File: config.mk
export PLATFORM = sky130hd
export DESIGN_NAME = cnn_layer_accel_sysmem_arb
export DESIGN_NICKNAME = d
export VERILOG_FILES = /design/src/rtl/cnn_layer_accel_sysmem_arb.sv
export SDC_FILE = /design/constraint.sdc
export NUM_CORES = 1
export LEC_CHECK = 0
export CAP_MARGIN = 10
export CORE_MARGIN = 2
export CORE_UTILIZATION = 50
export DETAILED_ROUTE_END_ITERATION = 12
export PLACE_DENSITY = 0.82
export SLEW_MARGIN = 20
export SYNTH_ARGS = -nofsm -noshare
export SYNTH_HDL_FRONTEND = slang
export SYNTH_SLANG_ARGS = --single-unit
export TNS_END_PERCENT = 20
File: constraint.sdc
create_clock -name clk_core -period 6.7 [get_ports clk_core]
set_clock_uncertainty 0.05 [all_clocks]
set_input_delay 2.01 -clock clk_core [delete_from_list [all_inputs] [get_ports clk_core]]
set_output_delay 2.01 -clock clk_core [all_outputs]
set_load 0.03 [all_outputs]
File: src/rtl/cnn_layer_accel_sysmem_arb.sv
// rtl/cnn_layer_accel_sysmem_arb.sv - round-robin arbiter sharing one system-memory port among FAS rd/wr channels
// Optional transfer watchdog enabled by defining SYSMEM_ARB_WDT_EN.
module cnn_layer_accel_sysmem_arb #(
    parameter int C_NUM_REQ    = 4,
    parameter int C_WDT_CYCLES = 1024
) (
    input  logic                                 clk_core,
    input  logic                                 rst,
    input  logic [C_NUM_REQ-1:0]                 fas_rd_req,
    output logic [C_NUM_REQ-1:0]                 fas_rd_req_ack,
    output logic [C_NUM_REQ-1:0]                 fas_rd_in_prog,
    output logic [C_NUM_REQ-1:0]                 fas_rd_cmpl,
    input  logic [C_NUM_REQ-1:0]                 fas_wr_req,
    output logic [C_NUM_REQ-1:0]                 fas_wr_req_ack,
    output logic [C_NUM_REQ-1:0]                 fas_wr_in_prog,
    output logic [C_NUM_REQ-1:0]                 fas_wr_cmpl,
    output logic                                 mem_req,
    output logic                                 mem_req_we,
    output logic [$clog2(C_NUM_REQ)-1:0]         mem_req_id,
    input  logic                                 mem_req_ack,
    input  logic                                 mem_in_prog,
    input  logic                                 mem_cmpl,
    output logic                                 busy,
    output logic                                 wdt_err
);

    localparam int C_ID_W  = $clog2(C_NUM_REQ);
    localparam int C_NSLOT = 2 * C_NUM_REQ;
    localparam int C_PTR_W = $clog2(C_NSLOT);

    if (C_NUM_REQ < 2 || C_NUM_REQ > 8) begin : g_bad_num_req
        $error("C_NUM_REQ out of range 2..8");
    end
    if (C_WDT_CYCLES < 2) begin : g_bad_wdt
        $error("C_WDT_CYCLES must be at least 2");
    end

    typedef enum logic [1:0] {
        S_IDLE  = 2'd0,
        S_ISSUE = 2'd1,
        S_XFER  = 2'd2,
        S_DONE  = 2'd3
    } state_t;

    state_t               state_q, state_d;
    logic [C_PTR_W-1:0]   ptr_q, ptr_d;
    logic [C_ID_W-1:0]    id_q, id_d;
    logic                 we_q, we_d;
    logic                 ack_q, ack_d;
    logic                 cmpl_q, cmpl_d;
    logic                 prog_q, prog_d;
    logic                 wdt_hit;

    logic [C_NSLOT-1:0]   slot_req;
    logic [C_NSLOT-1:0]   slot_rot;
    logic                 win_found;
    logic [C_PTR_W-1:0]   win_slot;
    logic [C_PTR_W:0]     win_sum;
    logic [C_NUM_REQ-1:0] id_oh;

    // Slot 2i is rd[i], slot 2i+1 is wr[i]
    always_comb begin
        slot_req = '0;
        for (int i = 0; i < C_NUM_REQ; i++) begin
            slot_req[2*i]   = fas_rd_req[i];
            slot_req[2*i+1] = fas_wr_req[i];
        end
    end

    // Rotate so bit 0 is the slot at the pointer; the first set bit wins
    always_comb begin
        slot_rot  = C_NSLOT'({slot_req, slot_req} >> ptr_q);
        win_found = 1'b0;
        win_sum   = '0;
        for (int k = 0; k < C_NSLOT; k++) begin
            if (!win_found && slot_rot[k]) begin
                win_found = 1'b1;
                win_sum   = {1'b0, ptr_q} + (C_PTR_W+1)'(k);
            end
        end
        if (win_sum >= (C_PTR_W+1)'(C_NSLOT)) begin
            win_sum = win_sum - (C_PTR_W+1)'(C_NSLOT);
        end
        win_slot = win_sum[C_PTR_W-1:0];
    end

`ifdef SYSMEM_ARB_WDT_EN
    localparam int C_CNT_W = $clog2(C_WDT_CYCLES + 1);

    logic [C_CNT_W-1:0] cnt_q, cnt_d;
    logic               wdt_err_q, wdt_err_d;

    assign wdt_hit = ((state_q == S_ISSUE) || (state_q == S_XFER)) &&
                     (cnt_q == C_CNT_W'(C_WDT_CYCLES - 1));

    // Counter restarts on every state entry so ISSUE and XFER each get a full budget
    always_comb begin
        if ((state_d != state_q) ||
            !((state_q == S_ISSUE) || (state_q == S_XFER))) begin
            cnt_d = '0;
        end else begin
            cnt_d = cnt_q + C_CNT_W'(1);
        end
        wdt_err_d = wdt_err_q;
        if (wdt_hit && !mem_req_ack && !mem_cmpl) begin
            wdt_err_d = 1'b1;
        end
    end

    always_ff @(posedge clk_core) begin
        if (rst) begin
            cnt_q     <= '0;
            wdt_err_q <= 1'b0;
        end else begin
            cnt_q     <= cnt_d;
            wdt_err_q <= wdt_err_d;
        end
    end

    assign wdt_err = wdt_err_q;
`else
    assign wdt_hit = 1'b0;
    assign wdt_err = 1'b0;
`endif

    always_ff @(posedge clk_core) begin
        if (rst) begin
            state_q <= S_IDLE;
        end else begin
            state_q <= state_d;
        end
    end

    always_comb begin
        state_d = state_q;
        case (state_q)
            S_IDLE: begin
                if (win_found) begin
                    state_d = S_ISSUE;
                end
            end
            S_ISSUE: begin
                if (mem_req_ack) begin
                    state_d = mem_cmpl ? S_IDLE : S_XFER;
                end else if (wdt_hit) begin
                    state_d = S_DONE;
                end
            end
            S_XFER: begin
                if (mem_cmpl || wdt_hit) begin
                    state_d = S_DONE;
                end
            end
            default: state_d = S_IDLE;
        endcase
    end

    // Grant capture and registered status pulses; a real exit event beats the watchdog
    always_comb begin
        ptr_d  = ptr_q;
        id_d   = id_q;
        we_d   = we_q;
        ack_d  = 1'b0;
        cmpl_d = 1'b0;
        prog_d = 1'b0;
        case (state_q)
            S_IDLE: begin
                if (win_found) begin
                    id_d  = win_slot[C_PTR_W-1:1];
                    we_d  = win_slot[0];
                    ptr_d = (win_slot == C_PTR_W'(C_NSLOT - 1)) ? '0 : win_slot + C_PTR_W'(1);
                end
            end
            S_ISSUE: begin
                if (mem_req_ack) begin
                    ack_d  = 1'b1;
                    cmpl_d = mem_cmpl;
                end else if (wdt_hit) begin
                    cmpl_d = 1'b1;
                end
            end
            S_XFER: begin
                cmpl_d = mem_cmpl || wdt_hit;
                prog_d = mem_in_prog && !mem_cmpl && !wdt_hit;
            end
            default: ;
        endcase
    end

    always_ff @(posedge clk_core) begin
        if (rst) begin
            ptr_q  <= '0;
            id_q   <= '0;
            we_q   <= 1'b0;
            ack_q  <= 1'b0;
            cmpl_q <= 1'b0;
            prog_q <= 1'b0;
        end else begin
            ptr_q  <= ptr_d;
            id_q   <= id_d;
            we_q   <= we_d;
            ack_q  <= ack_d;
            cmpl_q <= cmpl_d;
            prog_q <= prog_d;
        end
    end

    always_comb begin
        id_oh          = {{(C_NUM_REQ-1){1'b0}}, 1'b1} << id_q;
        mem_req        = (state_q == S_ISSUE);
        mem_req_we     = mem_req ? we_q : 1'b0;
        mem_req_id     = mem_req ? id_q : '0;
        busy           = (state_q != S_IDLE);
        fas_rd_req_ack = (ack_q  && !we_q) ? id_oh : '0;
        fas_wr_req_ack = (ack_q  &&  we_q) ? id_oh : '0;
        fas_rd_cmpl    = (cmpl_q && !we_q) ? id_oh : '0;
        fas_wr_cmpl    = (cmpl_q &&  we_q) ? id_oh : '0;
        fas_rd_in_prog = (prog_q && !we_q) ? id_oh : '0;
        fas_wr_in_prog = (prog_q &&  we_q) ? id_oh : '0;
    end

endmodule

After elaboration in Yosys (flattened, before gate mapping)
Index checks and enable logic that the tools add are counted.
{"block": "word_totals", "wordCells": 90, "ff_bits": 11, "out_inout_bits": 30, "inputBits": 13}
{"block": "classes", "reduce_logical": 29, "n_bitwise": 2, "n_mux": 34, "order_cmp": 1, "shift": 2, "n_addsub": 9, "n_eq_ne": 6}
{"op": "4-bit 2-to-1 mux", "count": 13}
{"op": "3-bit by 3-bit adder with 4-bit output, second input constant", "count": 4}
{"op": "16-bit by 3-bit >> shifter with 8-bit output", "count": 1}
{"op": "1-bit logical AND", "count": 14}
{"op": "1-bit 2-to-1 mux", "count": 11}
{"op": "2-bit 2-to-1 mux", "count": 5}
{"op": "1-bit logical NOT", "count": 9}
{"op": "3-bit 2-to-1 mux", "count": 3}
{"op": "3-bit by 2-bit adder with 4-bit output, second input constant", "count": 2}
{"op": "2-bit case mux with 3 select lines", "count": 1}
{"op": "3-bit by 1-bit adder with 4-bit output, second input constant", "count": 1}
{"op": "4-bit greater-or-equal comparator, second input constant", "count": 1}
{"op": "2-bit inequality test, second input constant", "count": 2}
{"op": "2-bit OR reduction", "count": 2}
{"op": "1-bit by 2-bit << shifter with 4-bit output, first input constant", "count": 1}
{"op": "3-bit by 1-bit adder with 3-bit output, second input constant", "count": 1}
{"op": "3-bit == test, second input constant", "count": 1}
{"op": "3-bit AND reduction", "count": 1}
{"op": "3-bit by 1-bit subtractor with 3-bit output, second input constant", "count": 1}
{"op": "2-bit by 1-bit == test with 1-bit output, second input constant", "count": 1}
{"op": "2-bit == test, second input constant", "count": 1}
{"op": "2-bit logical NOT", "count": 1}
{"op": "2-bit by 1-bit inequality test with 1-bit output, second input constant", "count": 1}
{"op": "1-bit inverter", "count": 2}
{"op": "3 further kinds", "count": 3}

Longest topological paths before layout
Gate-level depths: netlist of run 1.
{"block": "logic_depth", "depth_word": 27, "depth_mapped": 15, "ltp_nobuf": 12}

Worst setup path before layout of run 1
Ideal clock, no wire load.
{"block": "synth_path", "path_type": "input to register", "start": "in fas_wr_req[1]", "end": "reg ptr_q[2]", "n_path_buf": 0, "t_required_ns": 6.522, "setup_ns": 0.128, "path_slack_ns": 2.423, "path_stages": 11, "t_arrival_ns": 4.099, "path_cell_list": "mux4_2 > or4_4 > nor3_4 > nand3b_1 > mux2i_1 > nor3_1 > inv_1 > ha_1 > ha_1 > mux2i_1 > nor2_1"}
{"block": "synth_via", "elab_chain_cells": 27, "word_cells_on_any_way": 38, "cone_classes": "2 x add/sub; 1 x order compare; 1 x eq/ne; 1 x shift; 18 x mux; 15 x reduce/logical"}
{"item": "from (decl)", "line": "13", "text": "input logic [C_NUM_REQ-1:0] fas_wr_req,"}
{"item": "16-bit by 3-bit >> shifter with 8-bit output *", "line": "72", "text": "slot_rot = C_NSLOT'({slot_req, slot_req} >> ptr_q);"}
{"item": "1-bit 2-to-1 mux", "line": "76", "text": "if (!win_found && slot_rot[k]) begin"}
{"item": "1-bit logical NOT", "line": "76"}
{"item": "1-bit logical AND", "line": "76"}
{"item": "1-bit 2-to-1 mux", "line": "76"}
{"item": "1-bit logical NOT", "line": "76"}
{"item": "1-bit logical AND", "line": "76"}
{"item": "1-bit 2-to-1 mux", "line": "76"}
{"item": "(+12 left out)"}
{"item": "1-bit logical NOT", "line": "76"}
{"item": "1-bit logical AND", "line": "76"}
{"item": "4-bit 2-to-1 mux *", "line": "76"}
{"item": "4-bit greater-or-equal comparator or 3-bit by 1-bit subtractor with 3-bit output (tied branches)", "line": "81, 82"}
{"item": "3-bit 2-to-1 mux *", "line": "81", "text": "if (win_sum >= (C_PTR_W+1)'(C_NSLOT)) begin"}
{"item": "named net win_sum[1]", "line": "58", "text": "logic [C_PTR_W:0] win_sum;"}
{"item": "3-bit by 1-bit adder with 3-bit output or 3-bit == test (tied branches)", "line": "171", "text": "ptr_d = (win_slot == C_PTR_W'(C_NSLOT - 1)) ? '0 : win_slot + C_PTR_W'(1);"}
{"item": "3-bit 2-to-1 mux *", "line": "171"}
{"item": "to (signal assigned)", "line": "199", "text": "ptr_q <= ptr_d;"}
{"item": "to (decl)", "line": "46", "text": "logic [C_PTR_W-1:0] ptr_q, ptr_d;"}
Mark *: on every way through the listed nets, which the timed path passes. The rest lies on a longest branch.
A chain may end at the register's enable or synchronous reset.

Worst setup path in the final report of run 1
{"block": "layout_path", "start": "in fas_rd_req[0]", "end": "reg ptr_q[2]"}
{"block": "layout_via", "elab_chain_cells": 27, "word_cells_on_any_way": 38, "cone_classes": "2 x add/sub; 1 x order compare; 1 x eq/ne; 1 x shift; 18 x mux; 15 x reduce/logical"}
{"item": "from (decl)", "line": "9", "text": "input logic [C_NUM_REQ-1:0] fas_rd_req,"}
{"item": "16-bit by 3-bit >> shifter with 8-bit output *", "line": "72"}
{"item": "1-bit 2-to-1 mux", "line": "76"}
{"item": "1-bit logical NOT", "line": "76"}
{"item": "1-bit logical AND", "line": "76"}
{"item": "1-bit 2-to-1 mux", "line": "76"}
{"item": "1-bit logical NOT", "line": "76"}
{"item": "1-bit logical AND", "line": "76"}
{"item": "1-bit 2-to-1 mux", "line": "76"}
{"item": "(+12 left out)"}
{"item": "1-bit logical NOT", "line": "76"}
{"item": "1-bit logical AND", "line": "76"}
{"item": "4-bit 2-to-1 mux *", "line": "76"}
{"item": "4-bit greater-or-equal comparator or 3-bit by 1-bit subtractor with 3-bit output (tied branches)", "line": "81, 82"}
{"item": "3-bit 2-to-1 mux *", "line": "81"}
{"item": "named net win_sum[0]", "line": "58"}
{"item": "3-bit by 1-bit adder with 3-bit output or 3-bit == test (tied branches)", "line": "171"}
{"item": "3-bit 2-to-1 mux *", "line": "171"}
Marked as above.

==> flow_summary.toml, run 1 <==
[worst_setup_path]
path_class = "input pin to register"
cp-start-kind = "input pin"
cp_max_fo = 8
required_ns = 6.79
end_kind = "register"
r2r_cells = 10
arrival_ns = 4.92

[floorplan]
die-area_mm2 = 0.00362
fp.dieH_um = 60.2
initial_core_util = 0.521
core_mm2 = 0.00303
std_cell_rows = 20
die_x_um = 60.2
io_pins = 43

[routing]
vias_per_cell = 5.89
drt-initial-drc-count = 72
wire_per_inst_um = 14.3
antenna_left = 0
wl_mm = 3.93
vias = 1613
drc_errors = 0
first_pass_iters = 4

[timing]
hold_violations = 0
finalMaxSlewViolations = 0
setup_viol = 0
worst_pin_slew_ns = 0.900
fin_setup_tns_ns = 0
finalCriticalPeriod_ns = 4.83
fin_hold_ws_ns = 0.507
max_freq_ghz = 0.207
max_slew_margin = 0.390
rsz0062_at_grt = "false"
period_share = 0.720
fin_ws_ns = 1.87

[cells_and_area]
layout-drive-gt1-share = 0.130
nets = 252
fin_area_mm2 = 0.00200
fill_cells = 285
n_antenna_cell = 0
area_delta_synth_final_pct = 26.9

[place]
hpwl_mm = 3.09
gp_congestion = 0.900
place_area_mm2 = 0.00198
post-place-ws_ns = 1.62
port_buffers = 41

[outcome]
status = "completed"

[yosys]
yosys_warnings = 0
synth_top_area_frac = 0.157
synth-async-reset-ratio = 0
synth_ff_type = "dfxtp_1"
syn_nets = 218
syn_area_mm2 = 0.00158
synthTopCellsByCount = "nor2_1, nand2_1, dfxtp_1, mux4_2, inv_1"
synth_top_cell_by_area = "mux4_2"
synth.avg_cell_area_um2 = 8.02
synth-edff-count = 0
ys_top_cells_by_area = "mux4_2, dfxtp_1, nor2_1"
yosys.cell_types.count = 52
synth_cells = 197
synth_seq_cells = 11
yosysMostFrequentCell = "nor2_1"
yosysSeqAreaShare = 0.139

[clocking]
holdBufCountCts = 0
cts_tree = "yes"
clkLatencyLatePin_ns = 0.27
cts_htree_levels = 1
clk_pin_slew_worst_paths_ns = 0.06
clkSinkCount = 11
cts.repair.resized = 0
cts_post_setup_buffers_inserted = 0
cts_root_buffer = "clkbuf_4"
numCtsBuffers = 3
clockBufferDepth = 2

[global_route]
grt_overflow_total = 0
grt_pass1_vias = 1378
antenna_found_initial = 0
track_usage = 0.234
grt_pass1_wl_mm = 6.47
grt_max_degree = 25

[power]
pwr-share-seq = 0.234
total_power_mw = 0.607
power.switching_mw = 0.301
peakVddDrop_mv = 0.298
combPwrFrac = 0.692
powerDensity_mw_per_mm2 = 303
clkPwrFrac = 0.073
p_int_mw = 0.305
p_sw_frac = 0.497
p_leak_nw = 0.730

[job]
max_cap_violations = 0

[worst_hold_path]
whs_path_depth = 1
min_path_type = "register to register"
-- layout by cell type (no fill, tap or decap), types with 5 or more instances in the layout --
| cell | instances |
|---|---|
| ha_1 | 8 |
| mux4_2 | 11 |
| nand2_1 | 18 |
| mux2i_1 | 9 |
| a21oi_1 | 5 |
| nor3_1 | 5 |
| o21ai_0 | 7 |
| dfxtp_1 | 10 |
| mux2_2 | 5 |
| and2_1 | 5 |
| inv_1 | 10 |
| clkdlybuf4s50_1 | 41 |
| nand2b_1 | 6 |
| nor2_1 | 40 |
-- flip-flops by register name, summed over array words and instances, names as in the netlist --
register and cells:
ack_q 1, we_q 1, prog_q 1, cmpl_q 1
ptr_q 3, id_q 2, state_q 2
-- worst max-delay path: stages --
cell,delay (ns)
clkdlybuf4s50_1,0.54
mux4_2,0.55
mux2_4,0.34
nor2b_1,0.15
o32ai_1,0.35
a21boi_2,0.25
o31a_1,0.17
ha_1,0.15
ha_1,0.22
mux2i_1,0.13
nor2_1,0.06
-- layout make-up --
type,instances,area (µm²),share of cell area
Sequential cell,11,221,0.111
Tap cell,44,55.1,0.0275
Multi-Input combinational cell,164,1250,0.625
Timing Repair Buffer,41,410,0.205
Clock buffer,4,26.3,0.0131
Inverter,10,37.5,0.0187
-- final timing paths --
kind	startpoint	endpoint	slack, ns
max	fas_rd_req[0]	ptr_q[2]$_SDFFE_PP0P_	1.87
min reg2reg	state_q[1]$_SDFFE_PP0P_	state_q[1]$_SDFFE_PP0P_	0.51
min	state_q[1]$_SDFFE_PP0P_	state_q[1]$_SDFFE_PP0P_	0.51
max reg2reg	ptr_q[0]$_SDFFE_PP0P_	ptr_q[2]$_SDFFE_PP0P_	3.36
-- per-layer routing --
metal  global-route usage  vias to the layer above  part of all wire
met4               0.0413                        0            0.0086
met1                0.323                      735              0.43
met3               0.0433                        7             0.090
met2                0.384                       92              0.47
met5                    0                        -                 0
li1                     -                      779                 -
-- per-stage QoR --
step | std cells | util
final | 274 | 0.662
after global routing | 274 | 0.662
after CTS | 274 | 0.661
after detailed placement | 270 | 0.652
after global placement | 270 | 0.652
after floorplan | 197 | -
-- power by group through the flow --
stage	combinational, mW	clock (mW)	sequential, mW
CTS	0.419	0.0464	0.142
finish	0.420	0.0445	0.142
global placement	0.414	0	0.142
detailed placement	0.417	0	0.144
global route	0.461	0.0500	0.150
floorplan	0.373	0	0.101
-- kinds of logic after synthesis --
logic type,synth area share
flip-flops,0.139
AND/OR/NAND/NOR,0.307
adder cells (fa/ha/maj),0.0634
other,0.00237
AO/OA/AOI/OAI,0.162
multiplexers,0.259
buffers and inverters,0.0674
Power figures use the tool's default switching activity.
==> inputs of run 2 (changes only) <==
Settings changed: CORE_UTILIZATION 50 to 44, PLACE_DENSITY 0.82 to 0.77.
Clock period 6.7 ns to 4.3 ns, I/O delays scaled along.
==> run 2 against run 1 <==
Global-route usage shrank 3.4 points; cell area grew 2.4%; critical path depth unchanged; routed wire length is 3.3% lower; total power rose by 59%; die area is 13% higher; critical path type unchanged; non-clock buffer count increased by 6; critical endpoint unchanged; cell count rose by 2.9%; flip-flop and latch count unchanged.
==> flow_summary.toml, run 2 (same netlist as run 1, synthesis figures left out) <==
[place]
place_inst = 278
post-place-ws_ns = -0.0291
port_buffers = 41
hpwl_mm = 3.04
gp_congestion = 0.947

[timing]
rsz0062_at_grt = "false"
finalCriticalPeriod_ns = 4.08
fin_ws_ns = 0.223
period_share = 0.948
max_slew_margin = 0.427
finalMaxSlewViolations = 0
setup_viol = 0
fin_setup_tns_ns = 0
max_freq_ghz = 0.245
worst_pin_slew_ns = 0.858
hold_violations = 0

[global_route]
grt_pass1_vias = 1460
grt_pass1_wl_mm = 6.72
grt_max_degree = 25
track_usage = 0.200
antenna_found_initial = 0
grt_overflow_total = 0

[clocking]
clkLatencyLatePin_ns = 0.26
cts_post_setup_buffers_inserted = 0
clk_pin_slew_worst_paths_ns = 0.06
cts_tree = "yes"
clkSinkCount = 11
holdBufCountCts = 0
numCtsBuffers = 3
cts_htree_levels = 1
clockBufferDepth = 2
cts.repair.resized = 0
cts_root_buffer = "clkbuf_4"

[cells_and_area]
nets = 258
layout_commonest_cell = "clkdlybuf4s50_1"
final_cell_count_no_fill = 282
fill_cells = 307
area_delta_synth_final_pct = 29.9
n_antenna_cell = 0
mostFrequentLayoutCells = "clkdlybuf4s50_1, nor2_1, nand2_1"
layout-drive-gt1-share = 0.153
top_regs = "ptr_q x3, id_q x2, state_q x2"
largest_reg_flops = 3
seq_area_um2 = 221
regMostFlops = "ptr_q"
final_core_util = 0.605
multi_input_area_mm2 = 0.00125

[floorplan]
initial_core_util = 0.466
std_cell_rows = 21
io_pins = 43
die_x_um = 63.9
fp.dieH_um = 63.9
core_mm2 = 0.00339
die-area_mm2 = 0.00408

[worst_setup_path]
cp_max_fo = 8
required_ns = 4.39
cpLargestDelayFamily = "multiplexers"
path_buf_inv = 1
cp-start-kind = "input pin"
end_kind = "register"
path_class = "input pin to register"
arrival_ns = 4.16
r2r_cells = 10
cp_slowest_cell = "mux4_2"
crit_top_cell = "ha_1"
critical_path_depth = 11
cpPeakStageDelay_ns = 0.54
cp_cell_sequence = "clkdlybuf4s50_1 > mux4_2 > mux2_4 > nor2b_1 > o32ai_1 > a21boi_2 > o31a_1 > ha_1 > ha_1 > mux2i_1 > nor2_1"

[routing]
drt-initial-drc-count = 76
vias_per_cell = 5.60
wl_mm = 3.80
vias = 1578
wire_per_inst_um = 13.5
drc_errors = 0
antenna_left = 0
first_pass_iters = 4

[power]
peakVddDrop_mv = 0.336
p_leak_nw = 0.759
total_power_mw = 0.962
powerDensity_mw_per_mm2 = 469

[job]
max_cap_violations = 0

[worst_hold_path]
min_path_type = "register to register"
whs_path_depth = 2

[outcome]
status = "completed"
==> run 2: cell types whose count changed in the layout (fill, tap and decap cells not counted) <==
cell and change:
buf_4 +6
==> run 2: worst register-to-register path, cell delays in order (launching register included) <==
cell	delay [ns]
dfxtp_2	0.72
mux4_2	0.63
mux2_4	0.32
nor2b_1	0.14
o32ai_1	0.38
a21boi_2	0.24
o31a_1	0.18
ha_1	0.15
ha_1	0.22
mux2i_1	0.13
nor2_1	0.06
==> run 2: per-layer routing <==
layer | global-route usage | up-vias | wire length [µm]
li1 | - | 793 | -
met1 | 0.273 | 710 | 1670
met2 | 0.316 | 69 | 1780
met3 | 0.0475 | 6 | 307
met4 | 0.0489 | 0 | 47
met5 | 0 | - | 0
==> run 2: report_power, final <==
group          leakage (nW)  internal (mW)  total [mW]  switching [mW]
clock                0.0150         0.0359      0.0677          0.0318
combinational         0.654          0.325       0.674           0.349
sequential           0.0907          0.133       0.220          0.0871
total                 0.759          0.494       0.962           0.468
==> run 2: area by class of cell <==
type	count	share of cell area
tap	46	0.0281
multi-input combinational	164	0.611
clock buffer	4	0.0128
sequential	11	0.108
timing repair buffer	47	0.222
inverter	10	0.0183
==> run 2: stage by stage <==
stage / hold WS [ns] / cell area (µm²)
3_3_place_gp: 0.476 / 2020
5_1_grt: 0.514 / 2050
2_1_floorplan: 0.442 / 1580
4_1_cts: 0.491 / 2050
6_report: 0.495 / 2050
3_5_place_dp: 0.482 / 2020
==> run 2: worst paths after layout <==
path | from | endpoint | slack (ns)
worst max-delay path | fas_rd_req[0] | ptr_q[2]$_SDFFE_PP0P_ | 0.22
worst min-delay path | we_q$_SDFFE_PP0P_ | we_q$_SDFFE_PP0P_ | 0.50
worst max register to register | ptr_q[0]$_SDFFE_PP0P_ | ptr_q[2]$_SDFFE_PP0P_ | 0.98
worst min register to register | we_q$_SDFFE_PP0P_ | we_q$_SDFFE_PP0P_ | 0.50
==> inputs of run 3 (changes only) <==
Settings changed: CORE_ASPECT_RATIO set to 1.25, SLEW_MARGIN 20 to not set.
==> run 3 against run 2 <==
Cell area rose by 1.8%; fmax fell by 2.6%; global-route usage is 1.6 points higher; non-clock buffer count unchanged; clock power up 52%; sequential power decreased by 12%; cell count down 2.5%; critical endpoint unchanged; largest cell class unchanged.
==> flow_summary.toml, run 3 (same netlist as run 1, synthesis figures left out) <==
[global_route]
antenna_found_initial = 0
track_usage = 0.216
grt_pass1_vias = 1530
grt_pass1_wl_mm = 7.00
grt_overflow_total = 0
grt_max_degree = 25

[timing]
worst_pin_slew_ns = 0.725
max_slew_margin = 0.516
period_share = 0.974
max_freq_ghz = 0.239
finalCriticalPeriod_ns = 4.19
setup_viol = 0
hold_violations = 0
finalMaxSlewViolations = 0
fin_hold_ws_ns = 0.489
fin_ws_ns = 0.112

[clocking]
clk_pin_slew_worst_paths_ns = 0.05
holdBufCountCts = 0
clockBufferDepth = 2
cts.repair.resized = 0
cts_tree = "yes"
cts_htree_levels = 1
cts_post_setup_buffers_inserted = 0
clkSinkCount = 11
numCtsBuffers = 3
clkLatencyLatePin_ns = 0.24
cts_root_buffer = "clkbuf_8"

[place]
gp_congestion = 0.857
port_buffers = 41
hpwl_mm = 3.31
post-place-ws_ns = -0.0424

[worst_setup_path]
path_class = "input pin to register"
cp-start-kind = "input pin"
required_ns = 4.36
arrival_ns = 4.24
r2r_cells = 12
cpPeakStageDelay_ns = 0.57
end_kind = "register"
r2r_end = "ptr_q[2]$_SDFFE_PP0P_"
cp_max_fo = 7
cp_cell_sequence = "clkdlybuf4s50_1 > mux4_2 > or4_4 > nor3_4 > nand3b_1 > mux2i_1 > nor3_2 > inv_1 > ha_1 > ha_1 > mux2i_1 > nor2_1"
cp_slowest_cell = "or4_4"
r2r_slack_ns = 0.96
rr_startpoint = "ptr_q[0]$_SDFFE_PP0P_"

[power]
powerDensity_mw_per_mm2 = 499
total_power_mw = 1.04
peakVddDrop_mv = 0.309
p_leak_nw = 0.786

[routing]
vias = 1642
vias_per_cell = 5.97
wl_mm = 4.29
first_pass_iters = 4
antenna_left = 0
drt-initial-drc-count = 66
wire_per_inst_um = 15.6
drc_errors = 0

[floorplan]
die_x_um = 57.6
std_cell_rows = 24
fp.dieH_um = 71.0
io_pins = 43
core_mm2 = 0.00345
initial_core_util = 0.457
die-area_mm2 = 0.00409

[cells_and_area]
nets = 258
fill_cells = 323
final_core_util = 0.604
area_delta_synth_final_pct = 32.2
layout-drive-gt1-share = 0.153
n_antenna_cell = 0
top_regs = "ptr_q x3, id_q x2, state_q x2"
regMostFlops = "ptr_q"
largest_reg_flops = 3
mostFrequentLayoutCells = "nor2_1, clkdlybuf4s50_1, nand2_1"

[job]
max_cap_violations = 0

[worst_hold_path]
whs_path_depth = 2
whs_endpoint = "we_q$_SDFFE_PP0P_"
min_from = "we_q$_SDFFE_PP0P_"
min_path_type = "register to register"

[outcome]
status = "completed"
## run 3: cell count changes in the layout (fill, tap and decap cells not counted), sizes merged
cell | previous run | this run
dlymetal6s2s | 0 | 1
clkdlybuf4s50 | 41 | 40
## run 3: layout make-up
class | count | area [µm²] | area share
Sequential cell | 11 | 220 | 0.106
Inverter | 10 | 37.5 | 0.0180
Multi-Input combinational cell | 164 | 1260 | 0.603
Timing Repair Buffer | 47 | 478 | 0.229
Clock buffer | 4 | 45.0 | 0.0216
Tap cell | 39 | 48.8 | 0.0234
## run 3: how the worst max path moves through the flow
| stage | endpoint | from | slack, ns |
|---|---|---|---|
| CTS | ptr_q[2]$_SDFFE_PP0P_ | fas_rd_req[1] | 0.20 |
| detailed placement | ptr_q[2]$_SDFFE_PP0P_ | fas_rd_req[1] | -0.04 |
| global route | ptr_q[2]$_SDFFE_PP0P_ | fas_rd_req[2] | -0.03 |
| floorplan | ptr_q[2]$_SDFFE_PP0P_ | fas_wr_req[1] | 0.74 |
| global placement | ptr_q[2]$_SDFFE_PP0P_ | fas_rd_req[1] | 0.03 |
| finish | ptr_q[2]$_SDFFE_PP0P_ | fas_wr_req[0] | 0.11 |
## run 3: routing by layer
layer,part of all wire,GRT usage
met5,0,0
met4,0.019,0.111
met3,0.060,0.0256
met2,0.55,0.417
met1,0.37,0.218
## run 3: report_power, final
part	internal [mW]	switching [mW]
clock network	0.0650	0.0379
registers	0.133	0.0605
logic	0.345	0.400
## run 3: through the flow
stage | TNS (ns) | cell area, µm² | cells
3_3_place_gp | 0 | 2010 | 270
4_1_cts | 0 | 2050 | 274
6_report | 0 | 2090 | 275
3_5_place_dp | -0.0533 | 2010 | 270
2_1_floorplan | 0 | 1580 | 197
5_1_grt | -0.0297 | 2090 | 275
## run 3: critical path, delay by kind of cell
family / cells / cell delay [ns]
AND/OR/NAND/NOR: 5 / 1.07
multiplexers: 3 / 0.91
buffers and inverters: 2 / 0.62
adder cells (fa/ha/maj): 2 / 0.36
